`src/rtl/alu64_sequencer_pkg.sv`:
```
// Shared constants for the 64-bit ALU sequencer.
// Holds ALU op codes, request op encodings and FSM state codes.
package alu64_sequencer_pkg;

    localparam logic [3:0] ALU_AND = 4'b0000;
    localparam logic [3:0] ALU_EOR = 4'b0001;
    localparam logic [3:0] ALU_ADD = 4'b0100;
    localparam logic [3:0] ALU_ADC = 4'b0101;
    localparam logic [3:0] ALU_ORR = 4'b1100;

    localparam logic [2:0] OP_ADD = 3'b000;
    localparam logic [2:0] OP_SUB = 3'b001;
    localparam logic [2:0] OP_AND = 3'b010;
    localparam logic [2:0] OP_EOR = 3'b011;
    localparam logic [2:0] OP_ORR = 3'b100;

    typedef logic [1:0] seq_state_t;

    localparam seq_state_t S_IDLE = 2'd0;
    localparam seq_state_t S_LO   = 2'd1;
    localparam seq_state_t S_HI   = 2'd2;
    localparam seq_state_t S_RSP  = 2'd3;

    function automatic logic op_reserved(input logic [2:0] op);
        return op > OP_ORR;
    endfunction

    function automatic logic op_arith(input logic [2:0] op);
        return (op == OP_ADD) || (op == OP_SUB);
    endfunction

endpackage

```
`src/rtl/alu64_sequencer_if.sv`:
```
// Request/response handshake bundle for the 64-bit ALU sequencer.
// master = execute-stage requester, slave = sequencer.
interface alu64_sequencer_if #(
    parameter int WIDTH = 32
) ();

    logic                 req_valid;
    logic                 req_ready;
    logic [2:0]           req_op;
    logic [2*WIDTH-1:0]   req_a;
    logic [2*WIDTH-1:0]   req_b;

    logic                 rsp_valid;
    logic                 rsp_ready;
    logic [2*WIDTH-1:0]   rsp_result;
    logic                 rsp_n;
    logic                 rsp_z;
    logic                 rsp_c;
    logic                 rsp_v;
    logic                 rsp_err;

    modport master (
        output req_valid, req_op, req_a, req_b, rsp_ready,
        input  req_ready, rsp_valid, rsp_result,
        input  rsp_n, rsp_z, rsp_c, rsp_v, rsp_err
    );

    modport slave (
        input  req_valid, req_op, req_a, req_b, rsp_ready,
        output req_ready, rsp_valid, rsp_result,
        output rsp_n, rsp_z, rsp_c, rsp_v, rsp_err
    );

endinterface

```
`src/rtl/alu64_flag_merge.sv`:
```
// Combines the low-pass zero flag with the high-pass ALU flags
// into the 64-bit result word, NZCV and reserved-op error.
module alu64_flag_merge
    import alu64_sequencer_pkg::*;
#(
    parameter int WIDTH = 32
) (
    input  logic [2:0]         op,
    input  logic [WIDTH-1:0]   res_lo,
    input  logic [WIDTH-1:0]   res_hi,
    input  logic               z_lo,
    input  logic               n_hi,
    input  logic               z_hi,
    input  logic               c_hi,
    input  logic               v_hi,
    output logic [2*WIDTH-1:0] result,
    output logic               n,
    output logic               z,
    output logic               c,
    output logic               v,
    output logic               err
);

    logic arith;

    always_comb begin
        err   = op_reserved(op);
        arith = op_arith(op);
        result = err ? '0 : {res_hi, res_lo};
        n = !err && n_hi;
        z = err || (z_lo && z_hi);
        // Carry/overflow only mean something for the add chain
        c = !err && arith && c_hi;
        v = !err && arith && v_hi;
    end

endmodule

```
`src/rtl/alu64_sequencer.sv`:
```
// Two-pass 64-bit ALU sequencer over a shared 32-bit ALU.
// Optional flush port enabled by defining ALU_SEQ_FLUSH_EN.
module alu64_sequencer
    import alu64_sequencer_pkg::*;
#(
    parameter int WIDTH = 32
) (
    input  logic               clk,
    input  logic               reset,
`ifdef ALU_SEQ_FLUSH_EN
    input  logic               flush,
`endif
    alu64_sequencer_if.slave   bus,
    output logic [3:0]         alu_op,
    output logic               alu_cin,
    output logic [WIDTH-1:0]   alu_src0,
    output logic [WIDTH-1:0]   alu_src1,
    input  logic [WIDTH-1:0]   alu_res,
    input  logic               alu_c,
    input  logic               alu_v,
    input  logic               alu_n,
    input  logic               alu_z
);

    logic               flush_w;
    seq_state_t         state;
    seq_state_t         state_nx;
    logic               accept;

    logic [2:0]         op_q;
    logic [2*WIDTH-1:0] a_q;
    logic [2*WIDTH-1:0] b_q;
    logic [WIDTH-1:0]   res_lo;
    logic               carry_lo;
    logic               z_lo;

    logic               in_pass;
    logic               hi;
    logic [WIDTH-1:0]   a_w;
    logic [WIDTH-1:0]   b_w;

    logic [2*WIDTH-1:0] m_result;
    logic               m_n;
    logic               m_z;
    logic               m_c;
    logic               m_v;
    logic               m_err;

    logic [2*WIDTH-1:0] rsp_result_q;
    logic               rsp_n_q;
    logic               rsp_z_q;
    logic               rsp_c_q;
    logic               rsp_v_q;
    logic               rsp_err_q;

`ifdef ALU_SEQ_FLUSH_EN
    assign flush_w = flush;
`else
    assign flush_w = 1'b0;
`endif

    assign bus.req_ready = (state == S_IDLE) && !flush_w;
    assign bus.rsp_valid = (state == S_RSP);
    assign accept = bus.req_valid && bus.req_ready;

    assign bus.rsp_result = rsp_result_q;
    assign bus.rsp_n      = rsp_n_q;
    assign bus.rsp_z      = rsp_z_q;
    assign bus.rsp_c      = rsp_c_q;
    assign bus.rsp_v      = rsp_v_q;
    assign bus.rsp_err    = rsp_err_q;

    always_comb begin
        state_nx = state;
        unique case (state)
            S_IDLE:  if (accept) state_nx = S_LO;
            S_LO:    state_nx = S_HI;
            S_HI:    state_nx = S_RSP;
            S_RSP:   if (bus.rsp_ready) state_nx = S_IDLE;
            default: state_nx = S_IDLE;
        endcase
        if (flush_w && state != S_IDLE) state_nx = S_IDLE;
    end

    // ALU drive depends only on state and latched operands
    assign in_pass = (state == S_LO) || (state == S_HI);
    assign hi      = (state == S_HI);
    assign a_w     = hi ? a_q[2*WIDTH-1:WIDTH] : a_q[WIDTH-1:0];
    assign b_w     = hi ? b_q[2*WIDTH-1:WIDTH] : b_q[WIDTH-1:0];

    always_comb begin
        alu_op   = ALU_AND;
        alu_cin  = 1'b0;
        alu_src0 = '0;
        alu_src1 = '0;
        if (in_pass) begin
            unique case (1'b1)
                (op_q == OP_ADD): begin
                    alu_op   = hi ? ALU_ADC : ALU_ADD;
                    alu_cin  = hi && carry_lo;
                    alu_src0 = a_w;
                    alu_src1 = b_w;
                end
                // a - b as a + ~b + 1, carry seeded on the low pass
                (op_q == OP_SUB): begin
                    alu_op   = ALU_ADC;
                    alu_cin  = hi ? carry_lo : 1'b1;
                    alu_src0 = a_w;
                    alu_src1 = ~b_w;
                end
                (op_q == OP_AND): begin
                    alu_op   = ALU_AND;
                    alu_src0 = a_w;
                    alu_src1 = b_w;
                end
                (op_q == OP_EOR): begin
                    alu_op   = ALU_EOR;
                    alu_src0 = a_w;
                    alu_src1 = b_w;
                end
                (op_q == OP_ORR): begin
                    alu_op   = ALU_ORR;
                    alu_src0 = a_w;
                    alu_src1 = b_w;
                end
                default: begin
                    alu_op   = ALU_AND;
                end
            endcase
        end
    end

    alu64_flag_merge #(
        .WIDTH (WIDTH)
    ) u_flag_merge (
        .op     (op_q),
        .res_lo (res_lo),
        .res_hi (alu_res),
        .z_lo   (z_lo),
        .n_hi   (alu_n),
        .z_hi   (alu_z),
        .c_hi   (alu_c),
        .v_hi   (alu_v),
        .result (m_result),
        .n      (m_n),
        .z      (m_z),
        .c      (m_c),
        .v      (m_v),
        .err    (m_err)
    );

    always_ff @(posedge clk or posedge reset) begin
        if (reset) begin
            state        <= S_IDLE;
            op_q         <= '0;
            a_q          <= '0;
            b_q          <= '0;
            res_lo       <= '0;
            carry_lo     <= 1'b0;
            z_lo         <= 1'b0;
            rsp_result_q <= '0;
            rsp_n_q      <= 1'b0;
            rsp_z_q      <= 1'b0;
            rsp_c_q      <= 1'b0;
            rsp_v_q      <= 1'b0;
            rsp_err_q    <= 1'b0;
        end else begin
            state <= state_nx;
            if (accept) begin
                op_q <= bus.req_op;
                a_q  <= bus.req_a;
                b_q  <= bus.req_b;
            end
            if (state == S_LO) begin
                res_lo   <= alu_res;
                carry_lo <= alu_c;
                z_lo     <= alu_z;
            end
            // High pass lands straight in the response registers
            if (state == S_HI && !flush_w) begin
                rsp_result_q <= m_result;
                rsp_n_q      <= m_n;
                rsp_z_q      <= m_z;
                rsp_c_q      <= m_c;
                rsp_v_q      <= m_v;
                rsp_err_q    <= m_err;
            end
        end
    end

endmodule
```
`src/flat_wrapper.sv`:
```
// flat-port wrapper written by rule: the top's interface ports become plain ports
module alu64_sequencer_flat import alu64_sequencer_pkg::*;
#(
    parameter int WIDTH = 32
)
  (clk, reset, alu_op, alu_cin, alu_src0, alu_src1, alu_res, alu_c, alu_v, alu_n, alu_z, bus_req_valid, bus_req_op, bus_req_a, bus_req_b, bus_rsp_ready, bus_req_ready, bus_rsp_valid, bus_rsp_result, bus_rsp_n, bus_rsp_z, bus_rsp_c, bus_rsp_v, bus_rsp_err);
  alu64_sequencer_if #(.WIDTH(WIDTH)) bus_i ();
  input  logic clk;
  input  logic reset;
  output logic [3:0] alu_op;
  output logic alu_cin;
  output logic [WIDTH-1:0] alu_src0;
  output logic [WIDTH-1:0] alu_src1;
  input  logic [WIDTH-1:0] alu_res;
  input  logic alu_c;
  input  logic alu_v;
  input  logic alu_n;
  input  logic alu_z;
  input wire logic [$bits(bus_i.req_valid)-1:0] bus_req_valid;
  input wire logic [$bits(bus_i.req_op)-1:0] bus_req_op;
  input wire logic [$bits(bus_i.req_a)-1:0] bus_req_a;
  input wire logic [$bits(bus_i.req_b)-1:0] bus_req_b;
  input wire logic [$bits(bus_i.rsp_ready)-1:0] bus_rsp_ready;
  output wire logic [$bits(bus_i.req_ready)-1:0] bus_req_ready;
  output wire logic [$bits(bus_i.rsp_valid)-1:0] bus_rsp_valid;
  output wire logic [$bits(bus_i.rsp_result)-1:0] bus_rsp_result;
  output wire logic [$bits(bus_i.rsp_n)-1:0] bus_rsp_n;
  output wire logic [$bits(bus_i.rsp_z)-1:0] bus_rsp_z;
  output wire logic [$bits(bus_i.rsp_c)-1:0] bus_rsp_c;
  output wire logic [$bits(bus_i.rsp_v)-1:0] bus_rsp_v;
  output wire logic [$bits(bus_i.rsp_err)-1:0] bus_rsp_err;
  assign bus_i.req_valid = bus_req_valid;
  assign bus_i.req_op = bus_req_op;
  assign bus_i.req_a = bus_req_a;
  assign bus_i.req_b = bus_req_b;
  assign bus_i.rsp_ready = bus_rsp_ready;
  assign bus_req_ready = bus_i.req_ready;
  assign bus_rsp_valid = bus_i.rsp_valid;
  assign bus_rsp_result = bus_i.rsp_result;
  assign bus_rsp_n = bus_i.rsp_n;
  assign bus_rsp_z = bus_i.rsp_z;
  assign bus_rsp_c = bus_i.rsp_c;
  assign bus_rsp_v = bus_i.rsp_v;
  assign bus_rsp_err = bus_i.rsp_err;
  alu64_sequencer #(.WIDTH(WIDTH)) u_core (.clk(clk), .reset(reset), .bus(bus_i), .alu_op(alu_op), .alu_cin(alu_cin), .alu_src0(alu_src0), .alu_src1(alu_src1), .alu_res(alu_res), .alu_c(alu_c), .alu_v(alu_v), .alu_n(alu_n), .alu_z(alu_z));
endmodule
```
`config.mk`:
```
export PLATFORM = sky130hd
export DESIGN_NAME = alu64_sequencer_flat
export DESIGN_NICKNAME = d
export VERILOG_FILES = /design/src/rtl/alu64_sequencer_pkg.sv /design/src/rtl/alu64_sequencer_if.sv /design/src/rtl/alu64_flag_merge.sv /design/src/rtl/alu64_sequencer.sv /design/src/flat_wrapper.sv
export SDC_FILE = /design/constraint.sdc
export NUM_CORES = 1
export LEC_CHECK = 0
export ABC_AREA = 1
export BUFFER_PORTS_ARGS = -buffer_cell sky130_fd_sc_hd__clkbuf_2
export CAP_MARGIN = 20
export CORE_MARGIN = 8
export CORE_UTILIZATION = 47
export DETAILED_ROUTE_END_ITERATION = 12
export PLACE_DENSITY = 0.76
export SLEW_MARGIN = 20
export SYNTH_ARGS = -nofsm -noshare
export SYNTH_HDL_FRONTEND = slang
export SYNTH_SLANG_ARGS = --single-unit
```
`constraint.sdc`:
```
create_clock -name clk -period 6.1 [get_ports clk]
set_input_delay 0 -clock clk [delete_from_list [all_inputs] [get_ports clk]]
set_output_delay 0 -clock clk [all_outputs]
set_load 0.02 [all_outputs]
```
# == Word level (Yosys, flattened, before mapping) ==
# Index checks and enable logic that the tools add are counted.
# word_totals
ff_bits,236
in_bits,171
# op_classes
magnitude_cmp,1
n_eq_ne,9
n_mux,16
bitwise_logic,1
reduce_logical,16
# op_table
op,n
32-bit two-way mux,5
64-bit two-way mux,1
32-bit one-hot mux with 2 select lines,1
32-bit inverter,1
4-bit one-hot mux with 4 select lines,1
2-bit one-hot mux with 4 select lines,1
1-bit logical AND,7
3-bit by 2-bit equality test with 1-bit output (second input constant),2
5-bit OR reduction,1
2-bit equality test (second input constant),2
2-bit two-way mux,2
4-bit two-way mux,1
2-bit != test (second input constant),2
4-bit OR reduction,1
3-bit by 1-bit equality test with 1-bit output (second input constant),1
3-bit equality test (second input constant),1
3-bit greater-than comparator (second input constant),1
3-bit zero test,1
1-bit logical OR,3
1-bit two-way mux,3
2-bit by 1-bit equality test with 1-bit output (second input constant),1
2-bit zero test,1
1-bit one-hot mux with 2 select lines,1
2-bit AND reduction,1
1-bit zero test,1

# == Logic depth before layout (Yosys ltp) ==
# logic_depth
ltp_word,5
mapped_depth,9
ltp_nobuf,8

# == By module ==
# Synthesis repeated with hierarchy kept, for this count alone.
# unflattened
hier_cells,1310
hier_area_um2,11379.7
# modules_own_cells
module,instances,cells_each,area_each_um2
alu64_sequencer,1,1166,10787.8
alu64_flag_merge,1,144,591.8

# == Worst setup path after synthesis ==
# No wires, ideal clock.
# synth_timing
path_type,register to register
startpoint,register u_core.state[0]
endpoint,register u_core.a_q[46]
setup_ps,116
arrival_ps,1420
required_time_ps,5984
path_slack_ps,4564
stages_incl_launch_ff,8
path_buffers,2
period_less_slack_ps,1536
path_cell_list,dfrtp_1 inv_1 ha_1 nand2_2 buf_2 buf_2 nand2_1 nand2_1
# synth_via
elab_chain_cells,2
# synth_lines
element,line_no,text
from (decl),alu64_sequencer.sv:26,seq_state_t state;
from (signal assigned),alu64_sequencer.sv:168,state <= state_nx;
2-bit zero test,alu64_sequencer.sv:62,assign bus.req_ready = (state == S_IDLE) && !flush_w;
net bus_req_ready,flat_wrapper.sv:24,output wire logic [$bits(bus_i.req_ready)-1:0] bus_req_ready;
1-bit logical AND,alu64_sequencer.sv:64,assign accept = bus.req_valid && bus.req_ready;
to (signal assigned),alu64_sequencer.sv:171,a_q <= bus.req_a;
to (decl),alu64_sequencer.sv:31,logic [2*WIDTH-1:0] a_q;
# The timed path passes the listed nets, and every way through them passes these cells.
# A chain may end at the register's enable or synchronous reset.

# == Final worst setup path ==
# layout_timing
startpoint,register u_core.state[0]
endpoint,output port alu_src1[12]
# layout_via
elab_chain_cells,5
elab_cells_between_ends,7
# layout_lines
element,line_no,text
2-bit equality test,"alu64_sequencer.sv:86, alu64_sequencer.sv:87",
32-bit two-way mux,alu64_sequencer.sv:89,assign b_w = hi ? b_q[2*WIDTH-1:WIDTH] : b_q[WIDTH-1:0];
32-bit inverter,alu64_sequencer.sv:109,alu_src1 = ~b_w;
32-bit one-hot mux with 2 select lines,alu64_sequencer.sv:97,unique case (1'b1)
32-bit two-way mux *,alu64_sequencer.sv:96,if (in_pass) begin
to (decl),flat_wrapper.sv:13,output logic [WIDTH-1:0] alu_src1;
# Every way passes the cells marked *; elsewhere a longest branch is shown, timed or not.

==> results.md <==
* Vias in the first global route at 10900
* Worst Skew at 0.0146 ns
* Initial antenna violation count at 1
* FILL cells at 1683
* Grt ovf at 0
* Syn_area_per_cell at 8.11 um^2
* Total of max-cap violations at 0
* Worst r2r src: u_core.state[0]
* Drt pass-1 iters at 5
* Wire per inst at 16.7 um
* Drt drc at 0
* Via density at 5.19
* Total length of routed wires at 34500 um
* First-pass GRT wire length at 56200 um
* CP Launch Type: register
* GP Congestion at 0.814
* Die W at 167 um
* Slew margin rel. at 43.5%
* Part of the Yosys area used for sequential elements at 55.2%
* Synth Area in Compound Gates at 5.05%
* CP Capture Type: output port
* Setup_tns at 0 ns
* Crit path largest cell delay at 0.61 ns
* Worst endpoint required time at 6.10 ns
* Initial core utilization at 47.5%
* CTS HTree Levels at 1
* Post-route ant nets at 0
* Cts bufs inserted at 26
* Die area at 27800 um^2
* Ranking of synthesized cells by area: dfrtp_1 55%, nand2_1 17%, nand3_1 6.2%
* Instance area at placement at 12300 um^2
* Final period utilization at 51.9%
* GR Util All Layers at 24.3%
* Max Fclk at 316 MHz
* XOR/XNOR Fraction of Synth Area at 0%
* Total power at 8.24 mW
* Cts repair resizes at 0
* Worst Path Arrival at 3.17 ns
* Post-route minimum period at 3.17 ns
* Final setup fails at 0
* Nets at 1928
* Leakage at 8.22 nW
* Critical Path Slowest Stage Cell: buf_4
* Synth Register Bits at 236
* Pwr dens at 549 nW/um^2
* Largest family of logic cells by synthesized area: simple AND/OR/NAND/NOR gates
* Pins Over Slew Limit at 0
* Core area at 22500 um^2
* Die height at 167 um
* HP Start: bus_req_valid
* Register area at 5910 um^2
* Status: complete, no violations
* Peak supply drop at 0.000342 V
* Worst Hold Class: input pin to register
* CTS tree: built
* Adder-Cell Fraction of Synth Area at 0.702%
* Setup WS post-layout at 2.93 ns
* Row cnt at 55
* Clk sinks at 236
* IO Pins at 311
* Distinct cells, synth at 19
* CP startpoint: u_core.state[0]
* Multiplexer area fraction after synthesis at 3.47%
* Net count after synthesis at 1496
* Unrepaired setup endpoints after global routing: no
* Clk root buf: clkbuf_16
* Dpl ws at 3.37 ns
* CP max FO at 67
* CTS Buffer Depth at 3
* Area delta synth->final at 40.3%
* Vias at 10700
* Mapped Cells at 1319
* Pin count of the biggest net entering global routing at 199
* Clock transition at path regs at 0.06 ns
* Post-synth top area share at 55.2%
* Mapped cell area at 10700 um^2
* Worst path most repeated cell: nand2_1
* Area leader, netlist: dfrtp_1
* Layout cells sized above 1 at 23.4%
* Design area at 15000 um^2
* Skew-Pair Late Insertion Delay at 0.52 ns
* Port-buffer cells at 309
* Multi-input logic area at 4090 um^2
* Yosys warning total at 0
* Simple-gate share of the synthesized area at 28.7%
* Layout Utilization at 66.7%
* Final Hold Violating Endpoints at 0
* Worst setup path category: register to output port
* DP Wirelength at 20300 um
* Iter 0 DRT Violations at 1024
* Worst-Margin Slew at 0.847 ns
* Crit-path cells: inv_1 > ha_2 > buf_4 > inv_2 > buf_4 > nand2_1 > nand2_1 > nand2_1 > nand2_1 > nor2_1 > clkbuf_2
==> cell usage after synthesis <==
master	n
nand3_2	1
conb_1	1
buf_4	2
nor2_1	135
mux2_2	33
dfrtp_1	236
nand3_1	132
buf_2	56
buf_6	4
buf_1	8
nor3_1	1
clkbuf_1	18
ha_1	6
o21ai_0	6
nand2_2	4
inv_2	4
a21oi_1	102
nand2_1	497
inv_1	73
==> cell usage in the layout, fill, tap and decap left out <==
cell / netlist / final
a21oi_1: 102 / 102
buf_12: 0 / 1
buf_16: 0 / 1
buf_4: 2 / 11
bufinv_16: 0 / 5
clkbuf_1: 18 / 2
clkbuf_16: 0 / 27
clkbuf_2: 0 / 309
clkbuf_8: 0 / 8
clkinv_2: 0 / 3
clkinv_4: 0 / 1
clkinvlp_4: 0 / 3
conb_1: 1 / 1
dfrtp_1: 236 / 236
diode_2: 0 / 1
dlygate4sd3_1: 0 / 170
ha_1: 6 / 3
ha_2: 0 / 3
inv_1: 73 / 72
inv_2: 4 / 4
mux2_2: 33 / 33
nand2_1: 497 / 497
nand2_2: 4 / 3
nand2_8: 0 / 1
nand3_1: 132 / 132
nand3_2: 1 / 1
nor2_1: 135 / 135
nor3_1: 1 / 1
o21ai_0: 6 / 6
==> logic make-up (layout without fill, tap and decap cells) <==
| logic type | Yosys count | in the layout |
|---|---|---|
| and+or+nand+nor | 770 | 770 |
| DFF | 236 | 236 |
| buffers and inverters | 165 | 617 |
| AOI/OAI and AO/OA | 108 | 108 |
| muxes | 33 | 33 |
| adders and majority gates | 6 | 6 |
| other | 1 | 2 |
==> through the flow <==
stage / cells / hold WS (ns)
floorplan: 1319 / 0.121
global placement: 1837 / -0.119
detailed placement: 1837 / -0.121
CTS: 2055 / 0.125
global route: 2057 / 0.181
finish: 2057 / 0.149
==> worst max-delay path, delay by kind of cell (launching register included) <==
kind	cells	cell delay (ns)
adder cells (fa/ha/maj)	1	0.18
buffers and inverters	5	1.35
flip-flops	1	0.41
AND/OR/NAND/NOR	5	0.62
==> sequential cells by signal, indices dropped and copies added, names as in the netlist <==
signal	flops
u_core.a_q	64
u_core.b_q	64
u_core.bus.rsp_result	64
u_core.res_lo	32
u_core.op_q	3
u_core.state	2
u_core.bus.rsp_c	1
u_core.bus.rsp_err	1
u_core.bus.rsp_n	1
u_core.bus.rsp_v	1
u_core.bus.rsp_z	1
u_core.carry_lo	1
u_core.z_lo	1
==> worst paths after layout <==
path	slack, ns	to	depth (start not counted)
worst min-delay path	0.15	u_core.a_q[12]	4
max in group asynchronous	3.92	u_core.a_q[12]	6
worst min register to register	0.47	u_core.a_q[17]	2
min in group asynchronous	0.49	u_core.bus.rsp_result[25]	4
worst max register to register	3.51	u_core.b_q[43]	7
worst max-delay path	2.93	alu_src1[12]	11
==> what timing repair did <==
action,4_1_cts,5_1_grt
buffers inserted,0,0
hold buffers,170,0
endpoints found under the hold margin,387,0
==> power by group <==
| group | leakage, nW | switching, mW | internal [mW] |
|---|---|---|---|
| registers | 2.85 | 0.344 | 2.27 |
| logic | 4.89 | 2.65 | 1.22 |
| clock network | 0.479 | 0.633 | 1.11 |
==> final cells by class <==
class                   instances  area share [%]
diodes                          1          0.0167
clock buffers                  37            5.29
clock inverters                11            1.26
inverters                      77            1.95
multi-input cells             918            27.2
flip-flops and latches        236            39.4
well taps                     285            2.38
repair buffers                492            22.5
==> metal layers <==
| layer | vias up | wire length (um) | track usage [%] |
|---|---|---|---|
| met5 | - | 0 | 0 |
| li1 | 4978 | - | - |
| met2 | 527 | 17100 | 41.1 |
| met3 | 127 | 2510 | 5.18 |
| met4 | 0 | 1560 | 11.1 |
| met1 | 5050 | 13300 | 29.2 |
(Power assumes the default switching activity.)
